<file path="src/rtl/kf8253_bus_sequencer_if.sv">
// Request/response handshake plus KF8253 CPU-bus pins between the host logic and the timer.
// The master modport is the sequencer; the slave modport is its environment.
interface kf8253_bus_sequencer_if;
  logic       req_valid;
  logic       req_ready;
  logic       req_write;
  logic [1:0] req_address;
  logic [7:0] req_data;
  logic       rsp_valid;
  logic [7:0] rsp_data;
  logic       busy;
  logic       chip_select_n;
  logic       read_enable_n;
  logic       write_enable_n;
  logic [1:0] address;
  logic [7:0] bus_data_out;
  logic       bus_data_oe;
  logic [7:0] bus_data_in;

  modport master (
    input  req_valid, req_write, req_address, req_data, bus_data_in,
    output req_ready, rsp_valid, rsp_data, busy,
           chip_select_n, read_enable_n, write_enable_n,
           address, bus_data_out, bus_data_oe
  );

  modport slave (
    output req_valid, req_write, req_address, req_data, bus_data_in,
    input  req_ready, rsp_valid, rsp_data, busy,
           chip_select_n, read_enable_n, write_enable_n,
           address, bus_data_out, bus_data_oe
  );
endinterface

</file>
<file path="src/rtl/kf8253_bus_sequencer.sv">
// Converts single-beat register requests into timed KF8253 CPU bus cycles
// (setup, strobe, hold, recovery); every bus pin is driven straight from a flop.
module kf8253_bus_sequencer #(
  parameter int SETUP_CYCLES    = 1,
  parameter int STROBE_CYCLES   = 2,
  parameter int HOLD_CYCLES     = 1,
  parameter int RECOVERY_CYCLES = 1
) (
  input  logic                     clock,
  input  logic                     reset_n,
  kf8253_bus_sequencer_if.master   bus
);

  localparam int MAX_A   = (SETUP_CYCLES > STROBE_CYCLES) ? SETUP_CYCLES : STROBE_CYCLES;
  localparam int MAX_B   = (HOLD_CYCLES > RECOVERY_CYCLES) ? HOLD_CYCLES : RECOVERY_CYCLES;
  localparam int MAX_CYC = (MAX_A > MAX_B) ? MAX_A : MAX_B;
  localparam int CNT_W   = $clog2(MAX_CYC + 1);

  typedef logic [CNT_W-1:0] cnt_t;

  localparam cnt_t S_LD = cnt_t'(SETUP_CYCLES - 1);
  localparam cnt_t T_LD = cnt_t'(STROBE_CYCLES - 1);
  localparam cnt_t H_LD = cnt_t'(HOLD_CYCLES - 1);
  localparam cnt_t R_LD = cnt_t'((RECOVERY_CYCLES > 0) ? RECOVERY_CYCLES - 1 : 0);

  typedef enum logic [2:0] {IDLE, SETUP, STROBE, HOLD, RECOVER} state_t;

  state_t state, state_nx;
  cnt_t   cnt, cnt_nx;
  logic   wr, wr_nx;
  logic   accept;
  logic   on_bus;
  logic   ready_nx;
  logic   capture;

  always_comb begin
    state_nx = state;
    cnt_nx   = cnt;
    accept   = 1'b0;
    case (state)
      IDLE: begin
        if (bus.req_valid && bus.req_ready) begin
          accept   = 1'b1;
          state_nx = SETUP;
          cnt_nx   = S_LD;
        end
      end
      SETUP: begin
        if (cnt == '0) begin
          state_nx = STROBE;
          cnt_nx   = T_LD;
        end else begin
          cnt_nx = cnt - 1'b1;
        end
      end
      STROBE: begin
        if (cnt == '0) begin
          state_nx = HOLD;
          cnt_nx   = H_LD;
        end else begin
          cnt_nx = cnt - 1'b1;
        end
      end
      HOLD: begin
        if (cnt != '0) begin
          cnt_nx = cnt - 1'b1;
        end else if (RECOVERY_CYCLES > 0) begin
          state_nx = RECOVER;
          cnt_nx   = R_LD;
        end else if (bus.req_valid && bus.req_ready) begin
          // No recovery: the last hold cycle doubles as the accept slot, so CS stays low.
          accept   = 1'b1;
          state_nx = SETUP;
          cnt_nx   = S_LD;
        end else begin
          state_nx = IDLE;
        end
      end
      RECOVER: begin
        if (cnt == '0) begin
          state_nx = IDLE;
        end else begin
          cnt_nx = cnt - 1'b1;
        end
      end
      default: state_nx = IDLE;
    endcase

    wr_nx    = accept ? bus.req_write : wr;
    on_bus   = (state_nx == SETUP) || (state_nx == STROBE) || (state_nx == HOLD);
    ready_nx = (state_nx == IDLE) ||
               ((RECOVERY_CYCLES == 0) && (state_nx == HOLD) && (cnt_nx == '0));
    capture  = (state == STROBE) && (state_nx == HOLD) && !wr;
  end

  // Outputs are registered from the next state so they line up with the state they describe.
  always_ff @(posedge clock or negedge reset_n) begin
    if (!reset_n) begin
      state              <= IDLE;
      cnt                <= '0;
      wr                 <= 1'b0;
      bus.req_ready      <= 1'b0;
      bus.busy           <= 1'b0;
      bus.chip_select_n  <= 1'b1;
      bus.read_enable_n  <= 1'b1;
      bus.write_enable_n <= 1'b1;
      bus.bus_data_oe    <= 1'b0;
      bus.address        <= 2'd0;
      bus.bus_data_out   <= 8'd0;
      bus.rsp_valid      <= 1'b0;
      bus.rsp_data       <= 8'd0;
    end else begin
      state              <= state_nx;
      cnt                <= cnt_nx;
      wr                 <= wr_nx;
      bus.req_ready      <= ready_nx;
      bus.busy           <= (state_nx != IDLE);
      bus.chip_select_n  <= !on_bus;
      bus.bus_data_oe    <= on_bus && wr_nx;
      bus.write_enable_n <= !((state_nx == STROBE) && wr_nx);
      bus.read_enable_n  <= !((state_nx == STROBE) && !wr_nx);
      bus.rsp_valid      <= capture;
      if (accept) begin
        bus.address      <= bus.req_address;
        bus.bus_data_out <= bus.req_data;
      end
      if (capture) begin
        bus.rsp_data <= bus.bus_data_in;
      end
    end
  end

endmodule

</file>
<file path="src/flat_wrapper.sv">
// flat-port wrapper written by rule: the top's interface ports become plain ports
module kf8253_bus_sequencer_flat 
#(
  parameter int SETUP_CYCLES    = 1,
  parameter int STROBE_CYCLES   = 2,
  parameter int HOLD_CYCLES     = 1,
  parameter int RECOVERY_CYCLES = 1
)
  (clock, reset_n, bus_req_valid, bus_req_write, bus_req_address, bus_req_data, bus_bus_data_in, bus_req_ready, bus_rsp_valid, bus_rsp_data, bus_busy, bus_chip_select_n, bus_read_enable_n, bus_write_enable_n, bus_address, bus_bus_data_out, bus_bus_data_oe);
  kf8253_bus_sequencer_if bus_i ();
  input  logic clock;
  input  logic reset_n;
  input wire logic [$bits(bus_i.req_valid)-1:0] bus_req_valid;
  input wire logic [$bits(bus_i.req_write)-1:0] bus_req_write;
  input wire logic [$bits(bus_i.req_address)-1:0] bus_req_address;
  input wire logic [$bits(bus_i.req_data)-1:0] bus_req_data;
  input wire logic [$bits(bus_i.bus_data_in)-1:0] bus_bus_data_in;
  output wire logic [$bits(bus_i.req_ready)-1:0] bus_req_ready;
  output wire logic [$bits(bus_i.rsp_valid)-1:0] bus_rsp_valid;
  output wire logic [$bits(bus_i.rsp_data)-1:0] bus_rsp_data;
  output wire logic [$bits(bus_i.busy)-1:0] bus_busy;
  output wire logic [$bits(bus_i.chip_select_n)-1:0] bus_chip_select_n;
  output wire logic [$bits(bus_i.read_enable_n)-1:0] bus_read_enable_n;
  output wire logic [$bits(bus_i.write_enable_n)-1:0] bus_write_enable_n;
  output wire logic [$bits(bus_i.address)-1:0] bus_address;
  output wire logic [$bits(bus_i.bus_data_out)-1:0] bus_bus_data_out;
  output wire logic [$bits(bus_i.bus_data_oe)-1:0] bus_bus_data_oe;
  assign bus_i.req_valid = bus_req_valid;
  assign bus_i.req_write = bus_req_write;
  assign bus_i.req_address = bus_req_address;
  assign bus_i.req_data = bus_req_data;
  assign bus_i.bus_data_in = bus_bus_data_in;
  assign bus_req_ready = bus_i.req_ready;
  assign bus_rsp_valid = bus_i.rsp_valid;
  assign bus_rsp_data = bus_i.rsp_data;
  assign bus_busy = bus_i.busy;
  assign bus_chip_select_n = bus_i.chip_select_n;
  assign bus_read_enable_n = bus_i.read_enable_n;
  assign bus_write_enable_n = bus_i.write_enable_n;
  assign bus_address = bus_i.address;
  assign bus_bus_data_out = bus_i.bus_data_out;
  assign bus_bus_data_oe = bus_i.bus_data_oe;
  kf8253_bus_sequencer #(.SETUP_CYCLES(SETUP_CYCLES), .STROBE_CYCLES(STROBE_CYCLES), .HOLD_CYCLES(HOLD_CYCLES), .RECOVERY_CYCLES(RECOVERY_CYCLES)) u_core (.clock(clock), .reset_n(reset_n), .bus(bus_i));
endmodule
</file>
<file path="config.mk">
export PLATFORM = sky130hd
export DESIGN_NAME = kf8253_bus_sequencer_flat
export DESIGN_NICKNAME = d
export VERILOG_FILES = /design/src/rtl/kf8253_bus_sequencer_if.sv /design/src/rtl/kf8253_bus_sequencer.sv /design/src/flat_wrapper.sv
export SDC_FILE = /design/constraint.sdc
export NUM_CORES = 1
export LEC_CHECK = 0
export ABC_AREA = 1
export BUFFER_PORTS_ARGS = -buffer_cell sky130_fd_sc_hd__buf_2
export CAP_MARGIN = 20
export CORE_MARGIN = 2
export CORE_UTILIZATION = 45
export DETAILED_ROUTE_END_ITERATION = 12
export HOLD_SLACK_MARGIN = 0.03
export PLACE_DENSITY = 0.76
export SYNTH_ARGS = -nofsm -noshare
export SYNTH_HDL_FRONTEND = slang
export SYNTH_SLANG_ARGS = --single-unit
</file>
<file path="constraint.sdc">
create_clock -name clock -period 1.6 [get_ports clock]
set_input_delay 0.32 -clock clock [delete_from_list [all_inputs] [get_ports clock]]
set_output_delay 0.32 -clock clock [all_outputs]
set_load 0.02 [all_outputs]
</file>
# Yosys cells after proc, flatten, opt, wreduce, memory -nomap -nowiden

Index checks and enable logic that the tools add are counted.
W data, S select, Z words.

Register bits after elaboration: 31
Output and inout port bits: 25
Logic and storage cells: 58
Input bits: 22

Muxes and demuxes: 15
Equality and inequality tests: 9
Add/subtract/negate cells: 1
Reductions and logical operators: 20

Operator list:

| kind                  | number |
|---|---|
| $mux W3               | 5 |
| $pmux W3 S5           | 1 |
| $eq A3 B2 Y1 const B  | 4 |
| $mux W2               | 5 |
| $pmux W2 S5           | 1 |
| $eq A3 B1 Y1 const B  | 2 |
| $logic_and A1 B1 Y1   | 6 |
| $logic_not A3 Y1      | 2 |
| $logic_not A1 Y1      | 5 |
| $reduce_bool A5 Y1    | 1 |
| $eq A3 B3 Y1 const B  | 1 |
| $mux W1               | 3 |
| $reduce_and A3 Y1     | 1 |
| $reduce_bool A3 Y1    | 1 |
| $logic_not A2 Y1      | 1 |
| $logic_or A1 B1 Y1    | 2 |
| $ne A2 B1 Y1 const B  | 1 |
| $ne A2 B2 Y1 const B  | 1 |
| $reduce_bool A2 Y1    | 1 |
| $sub A2 B1 Y2 const B | 1 |

# Logic depth before layout (Yosys ltp)

Gate-level depths: netlist (run 1).

Word-level depth: 7
Depth in mapped cells: 9
Gate-level depth less buffers: 9

# Least setup slack after synthesis (run 1)

OpenSTA, ideal clock, no wires.

Path type: register to register
From: reg u_core.cnt[0]
To: reg u_core.bus.rsp_data[0]
Arrival time: 1146 ps
Stages on the path, launching flop included: 8
Setup time: 117 ps
Setup slack: 337 ps
Period minus slack after synthesis: 1263 ps
Cells stage by stage: dfrtp_1 inv_1 ha_1 inv_1 nand2_2 nand3_4 nand2_1 nand2_1

Word-level cells in the longest chain between the ends: 6
Elaborated cells between the ends (all ways): 10
Those cells by class: eq/ne (1); mux (5); reduce/logical (4)

Ends and longest elaborated chain:

| item                                                          | line                          | text |
|---|---|---|
| from (decl)                                                   | kf8253_bus_sequencer.sv:29    | `cnt_t cnt, cnt_nx;` |
| from (signal assigned)                                        | kf8253_bus_sequencer.sv:114   | `cnt <= cnt_nx;` |
| $logic_not A2 Y1 / $reduce_bool A2 Y1 (equally long branches) | -                             |  |
| $mux W3 (on tied branches)                                    | -                             |  |
| $pmux W3 S5 *                                                 | kf8253_bus_sequencer.sv:40    | `case (state)` |
| $eq A3 B2 Y1 *                                                | kf8253_bus_sequencer.sv:93    | `capture = (state == STROBE) && (state_nx == HOLD) && !wr;` |
| $logic_and A1 B1 Y1 * (2 in a row)                            | kf8253_bus_sequencer.sv:93    |  |
| to (signal assigned)                                          | kf8253_bus_sequencer.sv:128   | `bus.rsp_data <= bus.bus_data_in;` |
| to (decl)                                                     | kf8253_bus_sequencer_if.sv:22 | `output req_ready, rsp_valid, rsp_data, busy,` |

Mark *: on every way between the ends. The rest lies on a longest branch, timed or not.
A chain may end at the register's enable or synchronous reset.

# Final worst setup path (run 1)

From: reg u_core.cnt[0]
To: reg u_core.bus.rsp_data[3]

Same word-level chain as after synthesis.

==> results.md, run 1 <==
* Peak VDD IR at 981 uV
* Drt drc at 4
* Seq/Total Area, Yosys at 57.5%
* Synth top area cells: dfrtp_1 (52%), nand2_1 (14%), dfstp_2 (5.8%)
* Violated checks: DRC
* Combinational Power Share at just under 50%
* First-pass GRT wire length at ~4300 um
* Fmax at approximately 700 MHz
* Ant diodes at 0
* CTS buffer count at 5
* Fill count at 265
* Yosys cell types at 19
* Worst EP required at roughly 1.8 ns
* Area growth from synthesis to layout at 24.0%
* Root Buffer: clkbuf_4
* Synth area leader: dfrtp_1
* Slowest CP cell: dfrtp_1
* Final Util at between 50 and 60%
* WP buf/inv at 2
* Cell row count at 19
* Post-CTS Setup Repair Bufs at 0
* Final Setup Violations at 0
* Drt first pass iters at 8
* GRT overflow at 0
* Clock Path Buffers at 2
* Crit end category: flip-flop
* Initial antenna violation count at 0
* XOR/XNOR Fraction of Synth Area at 0%
* FF+latch count, synth at 31
* Period utilisation layout at 89.0%
* Largest family of logic cells by synthesized area: simple AND/OR/NAND/NOR gates
* Synth Area in Simple Gates at between 20% and 30%
* Clock Power Share at 11.8%
* Drt via density at around 4.7
* Slew Viols, Final at 0
* IO Pins at 47
* Syn Area/Cell at a little over 9 um^2
* DR WL/cell at 11.1 um
* Synthesized instance count at 148
* PD cells at roughly 2100 nW/um^2
* Routability congestion estimate from global placement at around 0.8
* Status: complete, but fails checks
* Total negative slack at 0 ns
* Sw Ratio at 45.6%
* Post-route minimum period at 1.42 ns
* Cell area after synthesis at roughly 1400 um^2
* H-tree levels at 2
* Clock Latency Late Sink at approximately 0.33 ns
* Worst Slack Setup Final at 0.175 ns
* Reg area at between 700 and 800 um^2
* Clock net sink count at 31
* Leakage at ~1 nW
* Worst EP arrival at about 1.6 ns
* Yosys warning count at 0
* Post-CTS sizing at 0
* DP Worst Slack at ~0.17 ns
* GR Util All Layers at roughly 17%
* Post-synth top area share at between 50% and 60%
* Hold/Removal Path Class: in -> reg
* Area of the multi-input gates at approximately 460 um^2
* Die height at between 50 and 60 um
* RSZ-0062 raised after global routing: false
* Port bufs at 46
* Maxcap violations at 0
* Die W at 58.9 um
* Crit start category: flip-flop
* Effective utilization at floorplan at 48.3%
* P_sw at roughly 1.6 mW
* Die ar. at ~3500 um^2
* CTS tree: done
* Synth Area in Adders at 2.77%
* Core area at about 2800 um^2
* CP Max Fanout at 9
* Rel. slew slack at 57.4%
* Cell Chain, Critical Path: inv_1 -> ha_1 -> inv_1 -> nand2_2 -> nand3_4 -> nand2_1 -> nand2_1
* Worst slew pin tran at approximately 0.64 ns
* Worst path max stage delay at between 0.4 and 0.5 ns
* Largest net degree at the start of global routing at 32
* Antenna Nets Post-Route at 0
* EDFF count, synth at 0
* Post-synth top flop: dfrtp_1
* Initial DRC count at 55
* Mux contribution to synthesized area at 0%
* Post-synth ARST share at 100%
* CP top delay family: simple AND/OR/NAND/NOR gates
* Clk_skew at 0.0138 ns
* Nets at between 200 and 250
* Reg power frac at 39.6%
* Syn Nets at about 170
* Hold Vio Cnt, Final at 0
* Vias at 1103
* Reg clk slew, reported paths at approximately 0.090 ns
* Setup Crit Path Kind: reg -> reg
* Vias in the first global route at a little over 1000
* Pint at between 1.5 and 2 mW
* Total Wirelength at approximately 2600 um
* Layout cells sized above 1 at a little under a third
* Post-synthesis compound-gate area fraction at ~4.2%
* Final HPWL DP at between 2000 and 2500 um
[stage by stage]
| stage | power [mW] | cells | hold WS (ns) | cell area, um^2 |
|---|---|---|---|---|
| 2_1_floorplan | 2.60 | 148 | 0.0244 | 1360 |
| 3_3_place_gp | 3.07 | 224 | 0.379 | 1620 |
| 3_5_place_dp | 3.13 | 224 | 0.390 | 1620 |
| 4_1_cts | 3.56 | 233 | 0.196 | 1680 |
| 5_1_grt | 3.83 | 233 | 0.189 | 1680 |
| 6_report | 3.51 | 233 | 0.208 | 1680 |
[placed cells by master, fill, tap and decap left out, drive strengths merged]
| cell type | n |
|---|---|
| clkbuf | 8 |
| dfrtp | 28 |
| inv | 23 |
| buf | 48 |
| nand3 | 11 |
| nand4 | 9 |
| dlygate4sd3 | 1 |
| nor2 | 4 |
| o21ai | 10 |
| clkinv | 1 |
| dfstp | 3 |
| ha | 3 |
| nand2 | 50 |
| nor3 | 1 |
| nand3b | 1 |
| a21boi | 1 |
[cell families after synthesis]
logic type,count (synthesis)
and+or+nand+nor,76
DFF,31
buffers and inverters,27
AOI/OAI and AO/OA,11
adders and majority gates,3
[state kept, by name, summed over array words and instances (netlist names)]
register / count
u_core.bus.chip_select_n: 1
u_core.state: 3
u_core.bus.rsp_valid: 1
u_core.cnt: 2
u_core.bus.write_enable_n: 1
u_core.bus.address: 2
u_core.bus.bus_data_out: 8
u_core.bus.read_enable_n: 1
u_core.bus.busy: 1
u_core.bus.rsp_data: 8
u_core.wr: 1
u_core.bus.bus_data_oe: 1
u_core.bus.req_ready: 1
[final timing paths]
path / start / slack (ns) / cells after the start / end
setup / recovery: u_core.cnt[0] / 0.18 / 7 / u_core.bus.rsp_data[3]
hold / removal: bus_req_data[3] / 0.21 / 3 / u_core.bus.bus_data_out[3]
setup reg to reg: u_core.cnt[0] / 0.18 / 7 / u_core.bus.rsp_data[3]
hold reg to reg: u_core.bus.rsp_data[4] / 0.47 / 2 / u_core.bus.rsp_data[4]
max in group asynchronous: reset_n / 0.63 / 2 / u_core.bus.req_ready
min in group asynchronous: reset_n / 0.54 / 2 / u_core.bus.rsp_data[1]
[worst register-to-register path: stages, from the launching register on]
cell     delay (ns)
dfrtp_1        0.41
inv_1          0.11
ha_1           0.22
inv_1          0.09
nand2_2        0.18
nand3_4        0.15
nand2_1        0.10
nand2_1        0.06
[cell usage after synthesis, types with 2 or more instances]
master / instances
buf_2: 2
dfrtp_1: 28
dfstp_2: 3
ha_1: 3
inv_1: 19
inv_2: 4
nand2_1: 49
nand3_1: 10
nand4_1: 9
nor2_1: 3
o21ai_1: 10
[layer usage]
metal / GRT usage, % / routed length (um)
met2: 27.3 / 1230
met5: 0 / 0
met1: 20.3 / 1120
met4: 5.84 / 45
met3: 7.25 / 204
[area by class of cell]
class,count,share of cell area (%)
sequential,31,46.4
multi-input combinational,90,27.1
timing repair buffer,49,15.9
inverter,24,5.36
clock buffer,8,2.90
tap,31,2.31
[power by group through the flow]
stage	Clock, mW	Combinational, mW	Sequential (mW)
3_5_place_dp	0	1.73	1.40
5_1_grt	0.481	1.92	1.43
4_1_cts	0.431	1.73	1.39
6_report	0.413	1.71	1.39
3_3_place_gp	0	1.69	1.38
2_1_floorplan	0	0.871	1.73
[repair_timing]
action                                  in CTS  in global routing
endpoints found under the setup margin       0                  0
endpoints found under the hold margin       16                  0
hold buffers                                 1                  0
Power figures use the tool's default switching activity.
==> run 2, diff against run 1 <==
==> constraint.sdc (replaced) <==
create_clock -name clock -period 1.6 [get_ports clock]
set_input_delay 0 -clock clock [delete_from_list [all_inputs] [get_ports clock]]
set_output_delay 0 -clock clock [all_outputs]
set_load 0.02 [all_outputs]
==> run 2 against run 1 <==
  * The run still ends with DRC left
  * Clock power about the same
  * Final cell count up 8.2%
  * Critical endpoint unchanged
  * Critical path depth stayed put
==> results.md, run 2 (same netlist as run 1, synthesis figures left out) <==
* Status: complete, but fails checks
* Violated checks: DRC
* Slew Viols, Final at 0 (unchanged)
* Drt first pass iters at 8 (unchanged)
* Die W at 58.9 um (unchanged)
* Total negative slack at 0 ns (unchanged)
* CTS buffer count at 5 (unchanged)
* Largest net degree at the start of global routing at 32 (unchanged)
* Effective utilization at floorplan at 48.3% (unchanged)
* GR Util All Layers at 18.9% (+2.0 points)
* Hold/Removal Path Class: in -> reg
* Vias at 1179 (+6.9%)
* Layout cells sized above 1 at 29.0% (-2.7 points)
* Post-route minimum period at 1.43 ns (+0.00157 ns)
* Post-CTS sizing at 0 (unchanged)
* Final HPWL DP at 2020 um (unchanged)
* Worst reg-to-reg setup slack at 0.17 ns (about the same)
* H-tree levels at 2 (unchanged)
* Slowest CP cell: dfrtp_1
* Clock Latency Late Sink at 0.33 ns (about the same)
* Hold Vio Cnt, Final at 0 (unchanged)
* Fmax at 701 MHz (-0.11%)
* Worst slew pin tran at 0.640 ns (+0.00134 ns)
* IO Pins at 47 (unchanged)
* Clk_skew at 0.0119 ns (-0.00195 ns)
* Commonest non-fill, non-tap cells in the layout: nand2_1 (49), buf_2 (46), dfrtp_1 (28)
* DP Worst Slack at 0.171 ns (unchanged)
* Worst hold start: bus_req_valid
* Worst EP arrival at 1.65 ns (about the same)
* Routability congestion estimate from global placement at 0.804 (unchanged)
* Worst path max stage delay at 0.41 ns (about the same)
* Initial DRC count at 57 (+3.6%)
* Post-Layout Cell Count at 252 (+8.2%)
* GRT overflow at 0 (unchanged)
* Period utilisation layout at 89.1% (+0.098 points)
* Final Setup Violations at 0 (unchanged)
* Core area at 2810 um^2 (unchanged)
* Ant diodes at 0 (unchanged)
* DR WL/cell at 11.5 um (+3.2%)
* Clock Path Buffers at 2 (unchanged)
* Post-CTS Setup Repair Bufs at 0 (unchanged)
* Crit start category: flip-flop
* CP Max Fanout at 9 (unchanged)
* Reg2reg start: u_core.cnt[0]
* Commonest non-fill, non-tap cell in the layout: nand2_1
* Cell Chain, Critical Path: inv_1 -> ha_1 -> inv_1 -> nand2_2 -> nand3_4 -> nand2_1 -> nand2_1
* Cell row count at 19 (unchanged)
* Nets at 245 (+8.4%)
* Die height at 58.9 um (unchanged)
* RSZ-0062 raised after global routing: false
* Vias in the first global route at 1152 (+12%)
* Leakage at 1.05 nW (+8.1%)
* Crit end category: flip-flop
* Area growth from synthesis to layout at 38.0%
* Clock net sink count at 31 (unchanged)
* Worst Slack Setup Final at 0.174 ns (-0.00157 ns)
* Worst EP required at 1.82 ns (about the same)
* Initial antenna violation count at 0 (unchanged)
* Final Util at 66.7% (+6.8 points)
* Worst hold slack at 0.0909 ns (-0.117 ns)
* Design Area, Final at 1870 um^2 (+11%)
* Peak VDD IR at 989 uV (+0.79%)
* Root Buffer: clkbuf_4
* Total Wirelength at 2890 um (+12%)
* Dpl cells at 224 (unchanged)
* Total power at 3.55 mW (+1.2%)
* Largest regs: u_core.bus.bus_data_out: 8 flops, u_core.bus.rsp_data: 8 flops, u_core.state: 3 flops
* Antenna Nets Post-Route at 0 (unchanged)
* Drt via density at 4.68 (-1.2%)
* Port bufs at 46 (unchanged)
* Crit path from: u_core.cnt[0]
* CTS tree: done
* WP buf/inv at 2 (unchanged)
* PD cells at 1900 nW/um^2 (-9.1%)
* Maxcap violations at 0 (unchanged)
* CP top delay family: simple AND/OR/NAND/NOR gates
* Drt drc at 4 (unchanged)
* First-pass GRT wire length at 4800 um (+11%)
* Setup Crit Path Kind: reg -> reg
* DP Area at 1620 um^2 (unchanged)
* Reg clk slew, reported paths at 0.09 ns (about the same)
* Rel. slew slack at 57.3% (-0.089 points)
* CTS Hold Bufs at 20 (+19)
* Die ar. at 3470 um^2 (unchanged)
run 2: cell count changes in the layout (fill, tap and decap cells not counted):
cell | before | now
dlygate4sd3_1 | 1 | 20
run 2: report_power, final:
group / switching [mW] / internal [mW]
Clock: 0.238 / 0.175
Combinational: 1.14 / 0.607
Sequential: 0.231 / 1.16
Total: 1.61 / 1.94
run 2: routing by layer:
layer	share of wire (%)	vias up	global-route usage, %	wire (um)
li1	-	607	-	-
met1	43	530	21.2	1240
met2	49	37	33.0	1430
met3	6.2	5	7.25	179
met4	1.6	0	6.17	45
met5	0	-	0	0
run 2: area by class of cell:
type | count | area, um^2
repair buffers | 68 | 458
fillers | 244 | 935
inverters | 24 | 90.1
multi-input cells | 90 | 455
well taps | 31 | 38.8
clock buffers | 8 | 48.8
flip-flops and latches | 31 | 779
run 2: worst register-to-register path, stage by stage (launching register included):
cell,delay [ns]
dfrtp_1,0.41
inv_1,0.11
ha_1,0.22
inv_1,0.09
nand2_2,0.18
nand3_4,0.15
nand2_1,0.10
nand2_1,0.06
run 2: path summary, 6_finish.rpt:
kind	end	depth (start not counted)
max in group asynchronous	u_core.bus.req_ready	2
min in group asynchronous	u_core.bus.rsp_data[1]	2
worst max register to register	u_core.bus.rsp_data[3]	7
worst max-delay path	u_core.bus.rsp_data[3]	7
worst min-delay path	u_core.bus.req_ready	4
worst min register to register	u_core.bus.rsp_data[4]	2
